### src/rtl/ws2812_rx_if.sv
// ---------------------------------------------------------------------------
// ws2812_rx_if -- result bundle of the WS2812-style NRZ pixel receiver.
//
// Signals (driven by the receiver through the master modport):
//   grb[23:0]         last completed pixel {G,R,B}
//   addr[5:0]         pixel index belonging to grb
//   pixel_valid       one-cycle strobe, grb/addr valid while high
//   frame_done        one-cycle strobe when the latch gap is seen
//   pixel_count[5:0]  pixels received in the last frame (saturating)
//   frame_err         one-cycle strobe on any protocol error
//   busy              frame in progress
//   dout              downstream (forwarded) data line
// ---------------------------------------------------------------------------
interface ws2812_rx_if;
    logic [23:0] grb;
    logic [5:0]  addr;
    logic        pixel_valid;
    logic        frame_done;
    logic [5:0]  pixel_count;
    logic        frame_err;
    logic        busy;
    logic        dout;

    modport master (
        output grb, addr, pixel_valid, frame_done, pixel_count,
               frame_err, busy, dout
    );

    modport slave (
        input  grb, addr, pixel_valid, frame_done, pixel_count,
               frame_err, busy, dout
    );
endinterface

### src/rtl/ws2812_rx.sv
// ---------------------------------------------------------------------------
// ws2812_rx -- single-wire NRZ GRB pixel-stream receiver.
//
// Measures the width of each high pulse on din to recover bits (long = 1,
// short = 0), assembles 24-bit GRB words MSB first, strobes each pixel with
// its index and detects the long low latch gap as the end of a frame.
//
// Ports:
//   clk    system clock (50 MHz nominal)
//   rst_n  asynchronous active-low reset
//   din    serial data line, asynchronous to clk
//   rx     ws2812_rx_if.master: grb, addr, pixel_valid, frame_done,
//          pixel_count, frame_err, busy, dout
//
// Optional build macro:
//   RX_FORWARD_EN  when defined, pixels beyond LEDNUM are re-emitted on dout
//                  (synchronised din, one extra register); otherwise dout is
//                  tied low and no forwarding logic exists.
// ---------------------------------------------------------------------------
module ws2812_rx #(
    parameter int LEDNUM    = 25,
    parameter int TH_GLITCH = 5,
    parameter int TH_THRESH = 30,
    parameter int TH_MAX    = 60,
    parameter int RESET_CYC = 2500
) (
    input  logic          clk,
    input  logic          rst_n,
    input  logic          din,
    ws2812_rx_if.master   rx
);

    localparam logic [11:0] CNT_GLITCH = 12'(TH_GLITCH);
    localparam logic [11:0] CNT_THRESH = 12'(TH_THRESH);
    localparam logic [11:0] CNT_MAX    = 12'(TH_MAX);
    localparam logic [11:0] CNT_RESET  = 12'(RESET_CYC);
    localparam logic [5:0]  PIX_MAX    = 6'(LEDNUM);
    localparam logic [4:0]  BITS_PIX   = 5'd24;

    typedef enum logic [1:0] {
        WAIT_GAP = 2'd0,
        IDLE     = 2'd1,
        HIGH     = 2'd2,
        LOW      = 2'd3
    } state_t;

    // synchroniser and edge-detect history
    logic        din_meta_q;
    logic        din_sync_q;
    logic        din_prev_q;
    logic        s_din;
    logic        rise_s;

    state_t      state_q, state_d;
    logic [11:0] cnt_q, cnt_d;
    logic [11:0] cnt_inc_s;
    logic [4:0]  bit_cnt_q, bit_cnt_d;
    logic [5:0]  pix_cnt_q, pix_cnt_d;
    logic [23:0] shift_q, shift_d;
    logic [23:0] grb_q, grb_d;
    logic [5:0]  addr_q, addr_d;
    logic        pixel_valid_q, pixel_valid_d;
    logic        frame_done_q, frame_done_d;
    logic [5:0]  pixel_count_q, pixel_count_d;
    logic        frame_err_q, frame_err_d;
    logic        busy_q, busy_d;

    assign s_din  = din_sync_q;
    assign rise_s = din_sync_q & ~din_prev_q;

    // Two-stage synchroniser for din plus one delayed copy for edge detection.
    always_ff @(posedge clk or negedge rst_n) begin
        if (!rst_n) begin
            din_meta_q <= 1'b0;
            din_sync_q <= 1'b0;
            din_prev_q <= 1'b0;
        end else begin
            din_meta_q <= din;
            din_sync_q <= din_meta_q;
            din_prev_q <= din_sync_q;
        end
    end

    // Next-state, pulse-width measurement and output decode.
    always_comb begin
        state_d       = state_q;
        cnt_d         = cnt_q;
        bit_cnt_d     = bit_cnt_q;
        pix_cnt_d     = pix_cnt_q;
        shift_d       = shift_q;
        grb_d         = grb_q;
        addr_d        = addr_q;
        pixel_valid_d = 1'b0;
        frame_done_d  = 1'b0;
        pixel_count_d = pixel_count_q;
        frame_err_d   = 1'b0;
        busy_d        = busy_q;

        // width counter saturates so a long idle line never wraps
        if (cnt_q < CNT_RESET) begin
            cnt_inc_s = cnt_q + 12'd1;
        end else begin
            cnt_inc_s = cnt_q;
        end

        case (state_q)
            WAIT_GAP: begin
                busy_d = 1'b0;
                if (s_din) begin
                    cnt_d = 12'd0;
                end else if (cnt_inc_s == CNT_RESET) begin
                    cnt_d   = 12'd0;
                    state_d = IDLE;
                end else begin
                    cnt_d = cnt_inc_s;
                end
            end

            IDLE: begin
                if (rise_s) begin
                    state_d   = HIGH;
                    cnt_d     = 12'd1;
                    busy_d    = 1'b1;
                    bit_cnt_d = 5'd0;
                    pix_cnt_d = 6'd0;
                end else begin
                    cnt_d = 12'd0;
                end
            end

            HIGH: begin
                if (s_din) begin
                    // one more high cycle would exceed the maximum width
                    if (cnt_q >= CNT_MAX) begin
                        frame_err_d = 1'b1;
                        busy_d      = 1'b0;
                        cnt_d       = 12'd0;
                        state_d     = WAIT_GAP;
                    end else begin
                        cnt_d = cnt_inc_s;
                    end
                end else if (cnt_q < CNT_GLITCH) begin
                    frame_err_d = 1'b1;
                    busy_d      = 1'b0;
                    cnt_d       = 12'd0;
                    state_d     = WAIT_GAP;
                end else begin
                    shift_d   = {shift_q[22:0], (cnt_q >= CNT_THRESH)};
                    bit_cnt_d = bit_cnt_q + 5'd1;
                    cnt_d     = 12'd1;
                    state_d   = LOW;
                end
            end

            LOW: begin
                // a full word was shifted in on the previous falling edge
                if (bit_cnt_q == BITS_PIX) begin
                    bit_cnt_d = 5'd0;
                    if (pix_cnt_q < PIX_MAX) begin
                        grb_d         = shift_q;
                        addr_d        = pix_cnt_q;
                        pixel_valid_d = 1'b1;
                        pix_cnt_d     = pix_cnt_q + 6'd1;
                    end else begin
                        pix_cnt_d = pix_cnt_q;
                    end
                end else begin
                    bit_cnt_d = bit_cnt_q;
                end

                if (s_din) begin
                    cnt_d   = 12'd1;
                    state_d = HIGH;
                end else if (cnt_inc_s == CNT_RESET) begin
                    frame_done_d  = 1'b1;
                    pixel_count_d = pix_cnt_q;
                    // leftover bits mean the last pixel was truncated
                    frame_err_d   = (bit_cnt_q != 5'd0);
                    bit_cnt_d     = 5'd0;
                    busy_d        = 1'b0;
                    cnt_d         = 12'd0;
                    state_d       = IDLE;
                end else begin
                    cnt_d = cnt_inc_s;
                end
            end

            default: begin
                busy_d  = 1'b0;
                cnt_d   = 12'd0;
                state_d = WAIT_GAP;
            end
        endcase
    end

    // Main state, counters and registered outputs.
    always_ff @(posedge clk or negedge rst_n) begin
        if (!rst_n) begin
            state_q       <= WAIT_GAP;
            cnt_q         <= 12'd0;
            bit_cnt_q     <= 5'd0;
            pix_cnt_q     <= 6'd0;
            shift_q       <= 24'd0;
            grb_q         <= 24'd0;
            addr_q        <= 6'd0;
            pixel_valid_q <= 1'b0;
            frame_done_q  <= 1'b0;
            pixel_count_q <= 6'd0;
            frame_err_q   <= 1'b0;
            busy_q        <= 1'b0;
        end else begin
            state_q       <= state_d;
            cnt_q         <= cnt_d;
            bit_cnt_q     <= bit_cnt_d;
            pix_cnt_q     <= pix_cnt_d;
            shift_q       <= shift_d;
            grb_q         <= grb_d;
            addr_q        <= addr_d;
            pixel_valid_q <= pixel_valid_d;
            frame_done_q  <= frame_done_d;
            pixel_count_q <= pixel_count_d;
            frame_err_q   <= frame_err_d;
            busy_q        <= busy_d;
        end
    end

`ifdef RX_FORWARD_EN
    logic dout_q, dout_d;

    // Forward the line once this board's pixels are all taken; never while resyncing.
    always_comb begin
        dout_d = 1'b0;
        if (((state_q == HIGH) || (state_q == LOW)) && (pix_cnt_q >= PIX_MAX)) begin
            dout_d = s_din;
        end else begin
            dout_d = 1'b0;
        end
    end

    // Forwarding output register.
    always_ff @(posedge clk or negedge rst_n) begin
        if (!rst_n) begin
            dout_q <= 1'b0;
        end else begin
            dout_q <= dout_d;
        end
    end

    assign rx.dout = dout_q;
`else
    assign rx.dout = 1'b0;
`endif

    assign rx.grb         = grb_q;
    assign rx.addr        = addr_q;
    assign rx.pixel_valid = pixel_valid_q;
    assign rx.frame_done  = frame_done_q;
    assign rx.pixel_count = pixel_count_q;
    assign rx.frame_err   = frame_err_q;
    assign rx.busy        = busy_q;

endmodule
### src/flat_wrapper.sv
// flat-port wrapper written by rule: the top's interface ports become plain ports
module ws2812_rx_flat 
#(
    parameter int LEDNUM    = 25,
    parameter int TH_GLITCH = 5,
    parameter int TH_THRESH = 30,
    parameter int TH_MAX    = 60,
    parameter int RESET_CYC = 2500
)
  (clk, rst_n, din, rx_grb, rx_addr, rx_pixel_valid, rx_frame_done, rx_pixel_count, rx_frame_err, rx_busy, rx_dout);
  ws2812_rx_if rx_i ();
  input  logic clk;
  input  logic rst_n;
  input  logic din;
  output wire logic [$bits(rx_i.grb)-1:0] rx_grb;
  output wire logic [$bits(rx_i.addr)-1:0] rx_addr;
  output wire logic [$bits(rx_i.pixel_valid)-1:0] rx_pixel_valid;
  output wire logic [$bits(rx_i.frame_done)-1:0] rx_frame_done;
  output wire logic [$bits(rx_i.pixel_count)-1:0] rx_pixel_count;
  output wire logic [$bits(rx_i.frame_err)-1:0] rx_frame_err;
  output wire logic [$bits(rx_i.busy)-1:0] rx_busy;
  output wire logic [$bits(rx_i.dout)-1:0] rx_dout;
  assign rx_grb = rx_i.grb;
  assign rx_addr = rx_i.addr;
  assign rx_pixel_valid = rx_i.pixel_valid;
  assign rx_frame_done = rx_i.frame_done;
  assign rx_pixel_count = rx_i.pixel_count;
  assign rx_frame_err = rx_i.frame_err;
  assign rx_busy = rx_i.busy;
  assign rx_dout = rx_i.dout;
  ws2812_rx #(.LEDNUM(LEDNUM), .TH_GLITCH(TH_GLITCH), .TH_THRESH(TH_THRESH), .TH_MAX(TH_MAX), .RESET_CYC(RESET_CYC)) u_core (.clk(clk), .rst_n(rst_n), .din(din), .rx(rx_i));
endmodule
### config.mk
export PLATFORM = sky130hd
export DESIGN_NAME = ws2812_rx_flat
export DESIGN_NICKNAME = d
export VERILOG_FILES = /design/src/rtl/ws2812_rx_if.sv /design/src/rtl/ws2812_rx.sv /design/src/flat_wrapper.sv
export SDC_FILE = /design/constraint.sdc
export NUM_CORES = 1
export LEC_CHECK = 0
export ABC_AREA = 1
export BUFFER_PORTS_ARGS = -buffer_cell sky130_fd_sc_hd__buf_4
export CORE_UTILIZATION = 38
export DETAILED_ROUTE_END_ITERATION = 12
export PLACE_DENSITY = 0.57
export SLEW_MARGIN = 20
export SYNTH_ARGS = -nofsm -noshare
export SYNTH_HDL_FRONTEND = slang
export SYNTH_SLANG_ARGS = --single-unit
### constraint.sdc
create_clock -name clk -period 1.9 [get_ports clk]
set_input_delay 0.19 -clock clk [delete_from_list [all_inputs] [get_ports clk]]
set_output_delay 0.19 -clock clk [all_outputs]
set_load 0.05 [all_outputs]
# Word level (Yosys, flattened, before mapping)
# Cells that the tools add are included.
[word_totals] reg_bits=92 out_inout_bits=41 word_cells=100 input_bits=3
[classes] reduce_logical=11 muxes=47 addsub=3 n_bitwise=4 n_eq_ne=15 order_cmp=5
[op_table] op="12-bit two-way mux" count=6
[op_table] op="12-bit case mux with 4 select lines" count=1
[op_table] op="5-bit two-way mux" count=6
[op_table] op="1-bit two-way mux" count=19
[op_table] op="6-bit two-way mux" count=3
[op_table] op="5-bit case mux with 3 select lines" count=1
[op_table] op="2-bit two-way mux" count=7
[op_table] op="12-bit by 1-bit adder with 12-bit output, second input constant" count=1
[op_table] op="12-bit == test, second input constant" count=1
[op_table] op="12-bit by 5-bit greater-or-equal comparator with 1-bit output, second input constant" count=1
[op_table] op="12-bit by 6-bit greater-or-equal comparator with 1-bit output, second input constant" count=1
[op_table] op="12-bit < comparator, second input constant" count=1
[op_table] op="12-bit by 3-bit < comparator with 1-bit output, second input constant" count=1
[op_table] op="6-bit case mux with 2 select lines" count=1
[op_table] op="3-bit AND reduction" count=4
[op_table] op="2-bit by 1-bit != test with 1-bit output, second input constant" count=4
[op_table] op="2-bit != test, second input constant" count=4
[op_table] op="2-bit case mux with 4 select lines" count=1
[op_table] op="4-bit AND reduction" count=2
[op_table] op="6-bit by 1-bit adder with 6-bit output, second input constant" count=1
[op_table] op="6-bit by 5-bit < comparator with 1-bit output, second input constant" count=1
[op_table] op="5-bit by 1-bit adder with 5-bit output, second input constant" count=1
[op_table] op="5-bit == test, second input constant" count=1
[op_table] op="5-bit AND reduction" count=1
[op_table] op="12 further kinds" count=15

# Depth between registers and ports, before layout
[logic_depth] word_depth=6 ltp_mapped=16 depth_no_buf=15

# Worst setup path after synthesis
# No wires, ideal clock.
[synth_path] kind="register -> register" from="register u_core.cnt_q[0]" to="register u_core.busy_q, in the netlist u_core.rx.busy" stages_incl_launch_ff=15 setup_time_ns=0.119 arrival_ns=1.791 n_path_buf=0 t_required_ns=1.781 path_slack_ns=-0.011 period_less_slack_ns=1.911 cell_sequence="dfrtp_1 > ha_1 > inv_1 > nor2_1 > nand2_1 > nand2_1 > nand2_1 > a21oi_2 > nand3_2 > nor2_4 > nand3_4 > nand2_2 > nand3_1 > nand2_1 > nand2_1"
[synth_via] elab_chain_cells=5 elab_cells_between_ends=10 classes_between="add/sub: 1; order compare: 3; eq/ne: 4; mux: 1; reduce/logical: 1"
[synth_lines] item="from (decl)" line="ws2812_rx.sv:55" text="logic [11:0] cnt_q, cnt_d;"
[synth_lines] item="from (signal assigned)" line="ws2812_rx.sv:213" text="cnt_q <= cnt_d;"
[synth_lines] item="12-bit by 1-bit adder with 12-bit output or 12-bit < comparator (tied branches)" line="ws2812_rx.sv:101, ws2812_rx.sv:100"
[synth_lines] item="12-bit two-way mux" line="ws2812_rx.sv:100" text="if (cnt_q < CNT_RESET) begin"
[synth_lines] item="12-bit == test" line="ws2812_rx.sv:174" text="end else if (cnt_inc_s == CNT_RESET) begin"
[synth_lines] item="2-bit by 1-bit != test with 1-bit output (no source line)"
[synth_lines] item="5-bit AND reduction (no source line) *"
[synth_lines] item="to (signal assigned)" line="ws2812_rx.sv:223" text="busy_q <= busy_d;"
[synth_lines] item="to (decl)" line="ws2812_rx.sv:66" text="logic busy_q, busy_d;"
# Every way passes the cells marked *; elsewhere a longest branch is shown, timed or not.
# A chain may end at the register's enable or synchronous reset.

# Final worst setup path
[layout_path] from="register u_core.cnt_q[3]" to="register u_core.pixel_count_q[5], in the netlist u_core.rx.pixel_count[5]"
[layout_via] elab_chain_cells=4 elab_cells_between_ends=5 classes_between="add/sub: 1; order compare: 1; eq/ne: 1; mux: 1; reduce/logical: 1"
[layout_lines] item="12-bit by 1-bit adder with 12-bit output or 12-bit < comparator (tied branches)" line="ws2812_rx.sv:101, ws2812_rx.sv:100"
[layout_lines] item="12-bit two-way mux *" line="ws2812_rx.sv:100"
[layout_lines] item="12-bit == test *" line="ws2812_rx.sv:174"
[layout_lines] item="3-bit AND reduction (no source line) *"
[layout_lines] item="to (signal assigned)" line="ws2812_rx.sv:221" text="pixel_count_q <= pixel_count_d;"
[layout_lines] item="to (decl)" line="ws2812_rx.sv:64" text="logic [5:0] pixel_count_q, pixel_count_d;"
# Marks and branches as above.

==> impl.org <==
** Yosys
- Mapped Area :: roughly 4300 sq um
- The number of nets in the synthesized netlist is 520.
- The most used flip-flop cell after synthesis is sky130_fd_sc_hd__dfrtp_1.
- Share of async-settable or async-resettable flops after synthesis :: 1.00
- The synthesized design contains 0 enable-type register cells.
- After synthesis the netlist holds a flip-flop and latch count of 92.
- Largest cells by area after synthesis :: sky130_fd_sc_hd__dfrtp_1 (53%), sky130_fd_sc_hd__nand2_1 (12%), sky130_fd_sc_hd__o21ai_0 (7.2%)
- Number of warnings printed during yosys synthesis :: 0
- The largest total area in the synthesized netlist belongs to sky130_fd_sc_hd__dfrtp_1.
- In the synthesized netlist, the number of instances is 511.
- Counting distinct cell types in the post-synthesis netlist gives 37.
- Post-synth top area share :: 0.532
- Syn Area/Cell :: 8.47 sq um
- Sequential-to-total area share from yosys stat :: 0.532

** Die
- For this configuration, the core starts out at a cell density of 0.394.
- Core area :: between 10000 and 15000 sq um
- Number of placed I/O pins :: 44
- The floorplan has 38 rows.
- Vert. Die Dim :: approximately 110 um
- Area of the die :: around 12000 sq um
- From left edge to right edge, the die measures approximately 110 um.

** STA
- Dividing the final minimum period by the clock period gives 1.08.
- For the pin with the worst max-slew slack, the measured transition is 0.637 ns.
- Setup repair after global routing could not meet its margin everywhere.
- Clock Skew :: ~0.008 ns
- Headroom to the max-slew limit came out at 0.574.
- Hold timing on the final database bottoms out at a slack of about 0.35 ns.
- Number of setup violations in the final report :: 25
- Time the final worst path needs with I/O delays and setup :: between 2 and 2.5 ns
- Static timing analysis puts the maximum clock frequency at between 400 and 500 MHz.
- The number of max-slew violations in the final report is 0.
- The final number of hold-violating endpoints came to 0.
- Final setup slack of the worst path :: -0.147 ns

** Place
- Detailed placement ended at an HPWL of approximately 6500 um.
- Summing all placed instances gives a cell area of approximately 5200 sq um.
- Worst slack at placement :: -0.214 ns
- In this run the tool buffered the top-level ports with between 40 and 50 buffer cells.
- Final weighted congestion in routability-driven placement :: a little under 0.9

** Critical path
- The setup check on the worst reg-to-reg path leaves a slack of -0.15 ns.
- Crit start category :: register
- Delay of the slowest critical-path stage :: 0.44 ns
- Worst EP arrival :: approximately 2.3 ns
- Setup crit end kind :: register
- Slowest cell on the critical path :: sky130_fd_sc_hd__dfrtp_1
- Traced cell by cell, the critical path runs through nor2_1 > nand2_1 > nand2_2 > nand2_8 > nand2_8 > nand2_2 > nand2_4 > nor2_4 > nand3_1 > nor2_2 > nand4_1 > buf_6 > nand2_1 > o21ai_2.
- The critical path is of the register to register type.
- For the worst setup path, the data required time is roughly 2.1 ns.
- Maximum fanout encountered on the critical timing path :: 11

** Finish
- Relative to the synthesized area, the layout overhead comes to 38.8%.
- Most common library cell in the layout ignoring fill and taps :: sky130_fd_sc_hd__nand2_1
- Most frequent cells in the layout :: sky130_fd_sc_hd__nand2_1 (125), sky130_fd_sc_hd__buf_4 (109), sky130_fd_sc_hd__dfrtp_1 (88)
- Core utilization of the finished layout :: 0.547
- Ratio of cells with drive above 1 in the final layout :: 0.345
- Final design area excluding fillers :: between 6000 and 7000 sq um
- For this run, the post-layout net count is roughly 640.
- Count of inserted antenna diode cells :: 0

** Routing
- For this block, the routed nets add up to just over 10000 um of wire.
- Summed over all nets, wire length on met2 after detailed routing comes to between 4000 and 5000 um.
- DR vias/cell :: 4.85
- In the final routing, the length of wire on met1 measures around 4700 um.
- After detailed routing, the met3 layer carries approximately 400 um of wire.
- Summing over every cut layer, the via total after detailed routing is between 3000 and 4000.
- Routed len/inst :: approximately 13 um
- Detailed router's first-iteration violation count :: 258
- Count of unresolved DRC violations after routing :: 0
- For this run, the detailed router's first-pass iteration total came to 4.
- Highest routed metal layer :: met4
- Once detail routing completed, the nets flagged for antenna violations numbered 0.

** Power and ir drop
- Of the total power, registers draw 0.398.
- Summed over all nets, the switching power comes to roughly 1.5 mW.
- Dividing total power by cell area gives a power density of 887 nW/um^2.
- The analysis attributes to cell leakage a power of between 2 and 3 nW.
- Summing internal, switching and leakage power gives 5.33 mW.
- Of the total power, combinational logic draws 0.216.
- Power Internal :: around 3.8 mW
- Part of the power in the clock network :: 0.387
- IR drop worst, VDD :: ~520 uV
- Of the total power, the share spent switching nets is 0.285.

** Global routing
- Antenna violations before repair :: 0
- The number of global-route vias before repair came to about 3500.
- Largest net degree at the start of global routing :: slightly above 90
- Wire length of the first global-routing pass :: approximately 16000 um
- GR Overflow Total :: 0
- Across every metal layer, demand over resource in global routing totals 0.177.

** Clock network
- Clock tree synthesis selected as its root buffer the cell sky130_fd_sc_hd__clkbuf_16.
- Clock buffers created by TritonCTS :: 9
- The H-tree was split into 3 levels.
- Buffer levels on the longest clock path :: 2
- Counting every sink on the clock net gives just over 90.
- The clock reaches the later pin of the worst-skew pair after approximately 0.34 ns.
- Clock-pin slew was measured on the worst setup and hold paths at 0.06 ns.
- TritonCTS built the clock tree.

** Outcome
- Run status :: finished, violations left
- Violated checks :: setup timing

** Run
- The tool flagged a number of max-cap violations equal to 0.

** Hold path
- The min-delay analysis places its worst path in the category register to register.
[final cells by class]
cell class                      count  area [sq um]
Inverter                           68           255
Timing Repair Buffer              119           955
Tap cell                          140           175
Sequential cell                    92          2310
Clock inverter                      5           109
Fill cell                         926          4970
Multi-Input combinational cell    337          1980
Clock buffer                       11           233
[Yosys cell counts, types with 4 or more instances]
cell                       instances
sky130_fd_sc_hd__nor2_4            4
sky130_fd_sc_hd__ha_1              6
sky130_fd_sc_hd__o21ai_2           9
sky130_fd_sc_hd__nor2_2            4
sky130_fd_sc_hd__inv_1            63
sky130_fd_sc_hd__nand2_2           6
sky130_fd_sc_hd__nand4_1           6
sky130_fd_sc_hd__buf_2             5
sky130_fd_sc_hd__o21ai_0          62
sky130_fd_sc_hd__clkbuf_1          8
sky130_fd_sc_hd__nor2_1           21
sky130_fd_sc_hd__a21oi_1          15
sky130_fd_sc_hd__dfrtp_1          92
sky130_fd_sc_hd__nor3_1            6
sky130_fd_sc_hd__nand3_1          29
sky130_fd_sc_hd__nand2_1         142
[cells by family (layout without fill, tap and decap cells)]
| logic type | count (synthesis) | count (layout) | share of synthesized area |
|---|---|---|---|
| compound gates | 97 | 98 | 0.128 |
| simple gates | 228 | 229 | 0.238 |
| buf+inv | 84 | 203 | 0.0786 |
| fa+ha+maj | 6 | 6 | 0.0173 |
| xor+xnor | 3 | 3 | 0.00607 |
| flops | 92 | 92 | 0.532 |
| other cells | 1 | 1 | 0.000866 |
[critical path: cells and delay by family (launching register included)]
family | cells | cell delay [ns]
AND/OR/NAND/NOR | 12 | 1.25
flip-flops | 1 | 0.44
buffers and inverters | 1 | 0.18
AO/OA/AOI/OAI | 1 | 0.05
[registers in the layout, indices dropped and copies added (netlist names)]
register and count:
u_core.rx.grb 24, u_core.shift_q 24, u_core.cnt_q 12, u_core.pix_cnt_q 6
u_core.rx.addr 6, u_core.rx.pixel_count 6, u_core.bit_cnt_q 5, u_core.state_q 2
u_core.din_meta_q 1, u_core.din_prev_q 1, u_core.din_sync_q 1, u_core.rx.busy 1
u_core.rx.frame_done 1, u_core.rx.frame_err 1, u_core.rx.pixel_valid 1
[per-layer routing]
| metal | track usage | up-vias |
|---|---|---|
| met4 | 0.0753 | 0 |
| li1 | - | 1873 |
| met2 | 0.288 | 79 |
| met5 | 0 | - |
| met1 | 0.224 | 1775 |
| met3 | 0.0442 | 19 |
[path summary, 6_finish.rpt]
path,start,to,cells past startpoint
max,u_core.cnt_q[3],u_core.rx.pixel_count[5],14
min,u_core.din_meta_q,u_core.din_sync_q,0
max reg2reg,u_core.cnt_q[3],u_core.rx.pixel_count[5],14
min reg2reg,u_core.din_meta_q,u_core.din_sync_q,0
max in group asynchronous,rst_n,u_core.pix_cnt_q[5],3
min in group asynchronous,rst_n,u_core.rx.grb[8],3
[power groups by stage]
stage / clock (mW) / combinational, mW / sequential, mW
2_1_floorplan: 0 / 0.461 / 2.17
3_3_place_gp: 0 / 0.863 / 2.14
3_5_place_dp: 0 / 0.878 / 2.14
4_1_cts: 2.12 / 1.02 / 2.10
5_1_grt: 2.19 / 1.27 / 2.12
6_report: 2.06 / 1.15 / 2.12
[what timing repair did]
item                                    in CTS  in global routing
endpoints found under the setup margin      50                 64
resized for setup                           32                 51
setup buffers                                9                 12
hold endpoints to repair                    93                  0
pin swaps                                    5                 15
hold buffers                                 2                  0
cloned                                       2                  0
[through the flow]
| stage | setup TNS [ns] | instances |
|---|---|---|
| global route | -5.28 | 772 |
| global placement | -3.19 | 731 |
| floorplan | 0 | 511 |
| finish | -2.32 | 772 |
| CTS | -0.453 | 760 |
| detailed placement | -5.69 | 731 |
No activity file was read; power rests on OpenSTA's default activity.
